`config.mk`:
```
export PLATFORM = sky130hd
export DESIGN_NAME = i2c_rx_byte
export DESIGN_NICKNAME = d
export VERILOG_FILES = /design/src/rtl/i2c_rx_byte.sv
export SDC_FILE = /design/constraint.sdc
export NUM_CORES = 1
export LEC_CHECK = 0
export BUFFER_PORTS_ARGS = -buffer_cell sky130_fd_sc_hd__buf_4
export CAP_MARGIN = 0
export CELL_PAD_IN_SITES_DETAIL_PLACEMENT = 1
export CELL_PAD_IN_SITES_GLOBAL_PLACEMENT = 2
export CORE_MARGIN = 2
export CORE_UTILIZATION = 40
export CTS_BUF_LIST = sky130_fd_sc_hd__clkbuf_16
export DETAILED_ROUTE_END_ITERATION = 6
export GPL_ROUTABILITY_DRIVEN = 0
export PLACE_DENSITY = 0.91
export SLEW_MARGIN = 10
export SYNTH_ARGS = -nofsm -noshare
export SYNTH_HDL_FRONTEND = slang
export SYNTH_SLANG_ARGS = --single-unit
```
`constraint.sdc`:
```
create_clock -name clk -period 4.61 [get_ports clk]
set_input_delay 0.6915 -clock clk [delete_from_list [all_inputs] [get_ports clk]]
set_output_delay 0.6915 -clock clk [all_outputs]
set_load 0.01 [all_outputs]
```
`src/rtl/i2c_rx_byte.sv`:
```
// I2C byte receiver: tracks SCL from edge pulses, detects START/STOP, shifts in
// 8 bits MSB first and sequences the ACK bit window. All outputs are registered.
module i2c_rx_byte (
    input  logic       clk,
    input  logic       rst,
    input  logic       rising_edge_found,
    input  logic       falling_edge_found,
    input  logic       sda_in,
    output logic [7:0] rx_data,
    output logic       byte_received,
    output logic       ack_prep,
    output logic       ack_done,
    output logic       start_found,
    output logic       stop_found
);

    typedef enum logic [1:0] {StIdle, StRecv, StAckWait, StAck} state_e;

    state_e      state_q, state_d;
    logic        scl_level_q, scl_level_d;
    logic        sda_prev_q;
    logic [3:0]  cnt_q, cnt_d;
    logic [7:0]  shift_q, shift_d;
    logic [7:0]  rx_data_q, rx_data_d;
    logic        byte_q, byte_d;
    logic        ack_prep_q, ack_prep_d;
    logic        ack_done_q, ack_done_d;
    logic        start_q, start_d;
    logic        stop_q, stop_d;

    logic edge_any, rise_v, fall_v, start_det, stop_det;

    // A coincident rise/fall pair is ambiguous and is dropped entirely.
    assign edge_any  = rising_edge_found | falling_edge_found;
    assign rise_v    = rising_edge_found & ~falling_edge_found;
    assign fall_v    = falling_edge_found & ~rising_edge_found;
    assign start_det = scl_level_q & sda_prev_q & ~sda_in & ~edge_any;
    assign stop_det  = scl_level_q & ~sda_prev_q & sda_in & ~edge_any;

    always_comb begin
        scl_level_d = scl_level_q;
        if (rise_v) begin
            scl_level_d = 1'b1;
        end else if (fall_v) begin
            scl_level_d = 1'b0;
        end
    end

    always_comb begin
        state_d    = state_q;
        cnt_d      = cnt_q;
        shift_d    = shift_q;
        rx_data_d  = rx_data_q;
        byte_d     = 1'b0;
        ack_prep_d = ack_prep_q;
        ack_done_d = 1'b0;
        start_d    = 1'b0;
        stop_d     = 1'b0;
        if (start_det) begin
            start_d    = 1'b1;
            state_d    = StRecv;
            cnt_d      = 4'd0;
            shift_d    = 8'h00;
            ack_prep_d = 1'b0;
        end else if (stop_det) begin
            stop_d     = 1'b1;
            state_d    = StIdle;
            ack_prep_d = 1'b0;
        end else begin
            case (state_q)
                StIdle: ;
                StRecv: begin
                    if (rise_v) begin
                        shift_d = {shift_q[6:0], sda_in};
                        cnt_d   = cnt_q + 4'd1;
                        if (cnt_q == 4'd7) begin
                            rx_data_d = {shift_q[6:0], sda_in};
                            byte_d    = 1'b1;
                            state_d   = StAckWait;
                        end
                    end
                end
                StAckWait: begin
                    if (fall_v) begin
                        state_d    = StAck;
                        ack_prep_d = 1'b1;
                    end
                end
                StAck: begin
                    if (fall_v) begin
                        ack_prep_d = 1'b0;
                        ack_done_d = 1'b1;
                        cnt_d      = 4'd0;
                        state_d    = StRecv;
                    end
                end
                default: state_d = StIdle;
            endcase
        end
    end

    always_ff @(posedge clk or posedge rst) begin
        if (rst) begin
            state_q     <= StIdle;
            scl_level_q <= 1'b1;
            sda_prev_q  <= 1'b1;
            cnt_q       <= 4'd0;
            shift_q     <= 8'h00;
            rx_data_q   <= 8'h00;
            byte_q      <= 1'b0;
            ack_prep_q  <= 1'b0;
            ack_done_q  <= 1'b0;
            start_q     <= 1'b0;
            stop_q      <= 1'b0;
        end else begin
            state_q     <= state_d;
            scl_level_q <= scl_level_d;
            sda_prev_q  <= sda_in;
            cnt_q       <= cnt_d;
            shift_q     <= shift_d;
            rx_data_q   <= rx_data_d;
            byte_q      <= byte_d;
            ack_prep_q  <= ack_prep_d;
            ack_done_q  <= ack_done_d;
            start_q     <= start_d;
            stop_q      <= stop_d;
        end
    end

    assign rx_data       = rx_data_q;
    assign byte_received = byte_q;
    assign ack_prep      = ack_prep_q;
    assign ack_done      = ack_done_q;
    assign start_found   = start_q;
    assign stop_found    = stop_q;

endmodule

```
# Yosys cells after proc, flatten, opt, wreduce, memory -nomap -nowiden
# Index checks and enable logic that the tools add are counted.
dict set report totals {
  regBits 28
  out_inout_bits 13
  wordCells 84
  input_bits 5
}
dict set report op_classes {
  mux 34
  add_sub_neg 1
  bitwise_logic 16
  n_reduce_logical 11
  n_eq_ne 11
}
# cell count
set ops {}
lappend ops {{7-bit 2-to-1 mux} 4}
lappend ops {{1-bit 2-to-1 mux} 17}
lappend ops {{4-bit 2-to-1 mux} 4}
lappend ops {{4-bit != test, second input constant} 4}
lappend ops {{2-bit 2-to-1 mux} 6}
lappend ops {{5-bit AND reduction} 2}
lappend ops {{1-bit bitwise AND} 8}
lappend ops {{4-bit one-hot mux with 2 select lines} 1}
lappend ops {{1-bit inverter} 7}
lappend ops {{3-bit != test, second input constant} 2}
lappend ops {{2-bit one-hot mux with 3 select lines} 1}
lappend ops {{3-bit AND reduction} 2}
lappend ops {{2-bit nonzero test} 3}
lappend ops {{5-bit nonzero test} 1}
lappend ops {{4-bit by 1-bit adder with 4-bit output, second input constant} 1}
lappend ops {{2-bit equality test, second input constant} 2}
lappend ops {{4-bit by 3-bit equality test with 1-bit output, second input constant} 1}
lappend ops {{4-bit AND reduction} 1}
lappend ops {{4-bit nonzero test} 1}
lappend ops {{3-bit nonzero test} 1}
lappend ops {{2-bit by 1-bit equality test with 1-bit output, second input constant} 1}
lappend ops {{2-bit != test, second input constant} 1}
lappend ops {{1-bit one-hot mux with 2 select lines} 1}
lappend ops {{1-bit bitwise OR} 1}

# Depth between registers and ports, before layout
dict set report depth {
  depth_word 6
  depth_mapped 7
  ltp_nobuf 7
}

# Worst setup path before layout
# Ideal clock, no wire load.
dict set report synth_timing {
  kind {input to register}
  start {input port rising_edge_found}
  end {register shift_q[0]}
  required_ps 4485
  arrival_ps 1943
  setup_slack_ps 2542
  setup_time_ps 125
  stages 6
  n_path_buf 1
  path_cell_list {inv_1 ha_1 and4b_1 clkbuf_1 o21ai_1 mux2_2}
}
dict set report synth_via {
  elab_chain_cells 5
  word_cells_on_any_way 10
  classes_between {eq/ne (1); mux (1); bitwise (5); reduce/logical (3)}
}
# item line_no
set synth_lines {}
lappend synth_lines {{start, declared} 6} ;# input logic rising_edge_found,
lappend synth_lines {{1-bit bitwise OR} 34} ;# assign edge_any = rising_edge_found | falling_edge_found;
lappend synth_lines {{1-bit inverter} {37, 38}}
lappend synth_lines {{1-bit bitwise AND (on tied branches)} {37, 38}}
lappend synth_lines {{2-bit != test (no line) or 2-bit nonzero test (tied branches)} -}
lappend synth_lines {{3-bit AND reduction (no line)} -}
lappend synth_lines {{end signal, assigned} 120} ;# shift_q <= shift_d;
lappend synth_lines {{end, declared} 23} ;# logic [7:0] shift_q, shift_d;
# Parallel ways exist; a longest one is shown, timed or not.
# A chain may end at the register's enable or synchronous reset.

# Worst setup path after layout
dict set report layout_timing {
  start {input port rising_edge_found}
  end {register rx_data_q[2] (netlist: rx_data[2])}
}
dict set report layout_via {
  elab_chain_cells 5
  word_cells_on_any_way 8
  classes_between {bitwise (7); reduce/logical (1)}
}
# item line_no
set layout_lines {}
lappend layout_lines {{1-bit bitwise OR} 34}
lappend layout_lines {{1-bit inverter} {37, 38}}
lappend layout_lines {{1-bit bitwise AND (on tied branches)} {38, 37}}
lappend layout_lines {{1-bit inverter (no line)} -}
lappend layout_lines {{5-bit AND reduction (no line) *} -}
lappend layout_lines {{end signal, assigned} 121} ;# rx_data_q <= rx_data_d;
lappend layout_lines {{end, declared} 24} ;# logic [7:0] rx_data_q, rx_data_d;
# Every way passes the cells marked *; elsewhere a longest branch is shown, timed or not.

==> impl_metrics.env <==
export IMPL_cpMaxStageDelayCell="or3_1"
export IMPL_rr_startpoint="sda_prev_q"
export IMPL_crit_chain="buf_4 > inv_1 > ha_1 > and3_4 > or3_1 > mux2_4"
export IMPL_slew_violations=0
export IMPL_arrival_ns=2.23
export IMPL_whs_endpoint="rx_data[4]"
export IMPL_antenna_found_initial=0
export IMPL_wl_um=2254
export IMPL_max_stage_delay_ns=0.60
export IMPL_synth_edff_count=0
export IMPL_endpoint_kind="flip-flop"
export IMPL_clock_skew_ns=0.002856
export IMPL_setup_tns_ns=0
export IMPL_first_iter_violations=7
export IMPL_netlist_area_um2=1225
export IMPL_wl_per_cell_um=15.44
export IMPL_outcome="complete, no violations"
export IMPL_hp_start="rx_data[4]"
export IMPL_grt_pass1_wl_um=4057
export IMPL_drive_above_1_share=0.3097
export IMPL_yosys_warnings=0
export IMPL_ff2ff_path_depth=4
export IMPL_clock_sinks=28
export IMPL_ant_nets=0
export IMPL_power_uw=743.1
export IMPL_routed_via_density=5.438
export IMPL_synth_main_ff_cell="dfrtp_1"
export IMPL_clock_latency_ns=0.26
export IMPL_power_density_nw_per_um2=502.0
export IMPL_cts_tree="built"
export IMPL_yosysTopAreaCell="dfrtp_1"
export IMPL_post_cts_buffers=0
export IMPL_nets=123
export IMPL_grt_usage=0.1509
export IMPL_ys_top_cells_by_count="26 x dfrtp_1, 8 x mux2_4, 7 x a22o_1, 6 x nor2_1, 6 x o21ai_0"
export IMPL_netlist_instances=95
export IMPL_hold_path_class="flip-flop to flip-flop"
export IMPL_synth_distinct_cells=28
export IMPL_dr_pass1_iters=3
export IMPL_postCtsHoldBufs=0
export IMPL_pre_cts_slack_ns=2.235
export IMPL_clk_transition_reported_paths_ns=0.06
export IMPL_path_class="input port to flip-flop"
export IMPL_area_delta_synth_final_pct=20.84
export IMPL_start_util=0.4113
export IMPL_synth_most_common_cell="dfrtp_1"
export IMPL_total_leakage_power_uw=0.0007653
export IMPL_root_buffer="clkbuf_16"
export IMPL_fin_ws_ns=2.516
export IMPL_regToRegSetupSlack_ns=2.68
export IMPL_nFillCells=335
export IMPL_grt_max_degree=29
export IMPL_worstPathMaxFanout=9
export IMPL_core_um2=2978
export IMPL_period_needed_ns=2.094
export IMPL_vias=794
export IMPL_overflow=0
export IMPL_chipWidth_um=59.34
export IMPL_num_rows=20
export IMPL_crit_path_start_kind="input port"
export IMPL_ys_ff_latch=28
export IMPL_synth_top_area_share=0.5312
export IMPL_netlist_top_cells_area="dfrtp_1 53%, mux2_4 9.8%, a22o_1 5.0%"
export IMPL_ys_seq_area_frac=0.5741
export IMPL_htree_levels=1
export IMPL_num_antenna_cells=0
export IMPL_portBuffers=17
export IMPL_cts_buffers=3
export IMPL_vdd_ir_drop_max_mv=0.1925
export IMPL_grt_pass1_vias=841
export IMPL_dp_final_hpwl_um=1734
export IMPL_fin_crit_sh=0.4543
export IMPL_cap_violations=0
export IMPL_hold_viol=0
export IMPL_fmax_ghz=0.4775
export IMPL_required_ns=4.75
export IMPL_r2r_end="rx_data[2]"
export IMPL_die_y_um=59.34
export IMPL_cts_resized_gates=0
export IMPL_hold_path_depth=1
export IMPL_async_flop_share=1.000
export IMPL_maxSlewHeadroom=0.3320
export IMPL_max_slew_worst_pin_slew_ns=1.001
export IMPL_drc=0
export IMPL_ios=18
export IMPL_dieArea_um2=3521
export IMPL_syn_nets=104
export IMPL_rsz0062_at_grt="false"
export IMPL_finalSetupViolations=0
export IMPL_clockBufferDepth=2
export IMPL_syn_area_per_cell_um2=12.89
[state kept, by name, indices dropped and copies added (netlist names)]
register	count
ack_done	1
sda_prev_q	1
cnt_q	4
state_q	2
start_found	1
rx_data	8
shift_q	7
ack_prep	1
byte_received	1
scl_level_q	1
stop_found	1
[through the flow]
step	cells	hold slack (ns)	cell area, µm²	utilization
final	146	0.5113	1480	0.4971
after global routing	146	0.5330	1480	0.4971
after CTS	146	0.5175	1480	0.4971
after detailed placement	142	0.4936	1375	0.4618
after global placement	142	0.4911	1375	0.4618
after floorplan	95	0.4662	1225	-
[report_power, final]
group	switching (µW)	internal, µW
sequential	58.8	304
clock	75.9	173
combinational	57.8	74.4
[how the worst max path moves through the flow]
stage | from | slack (ns) | endpoint
detailed placement | rising_edge_found | 2.23 | rx_data[2]
global route | rising_edge_found | 2.42 | rx_data[2]
CTS | rising_edge_found | 2.51 | rx_data[2]
floorplan | rising_edge_found | 2.54 | shift_q[0]
finish | rising_edge_found | 2.52 | rx_data[2]
global placement | falling_edge_found | 2.30 | rx_data[7]
[logic make-up after synthesis]
family | synth area share
adders and majority gates | 0.04086
muxes | 0.1256
buffers and inverters | 0.03065
AOI/OAI and AO/OA | 0.1164
DFF | 0.5741
and+or+nand+nor | 0.1052
xor gates and xnor gates | 0.007151
[cells in the final DEF (no fill, tap or decap), types with 4 or more instances in the layout]
| cell type | instances |
|---|---|
| o21ai_0 | 6 |
| inv_1 | 5 |
| dfrtp_1 | 26 |
| mux2_4 | 8 |
| buf_4 | 17 |
| ha_1 | 4 |
| a22o_1 | 7 |
| nor2_1 | 6 |
[worst max-delay path, delay by kind of cell]
| kind | cells | cell delay (ns) |
|---|---|---|
| fa+ha+maj | 1 | 0.23 |
| buf+inv | 2 | 0.14 |
| mux | 1 | 0.38 |
| simple gates | 2 | 0.79 |
[cell type report]
cell class | instances | area [µm²] | area share
clock inverter | 1 | 30.03 | 0.02029
sequential | 28 | 703.2 | 0.4751
clock buffer | 3 | 75.07 | 0.05072
timing repair buffer | 17 | 127.6 | 0.08622
multi-input combinational | 59 | 484.2 | 0.3271
inverter | 5 | 18.77 | 0.01268
tap | 33 | 41.29 | 0.02790
[routing by layer]
metal	part of all wire	wire length [µm]	GRT usage
met1	0.45	1005	0.1905
met5	0	0	0
met4	0	0	0.02922
met2	0.51	1152	0.2732
met3	0.043	96	0.02183
Power figures use the tool's default switching activity.
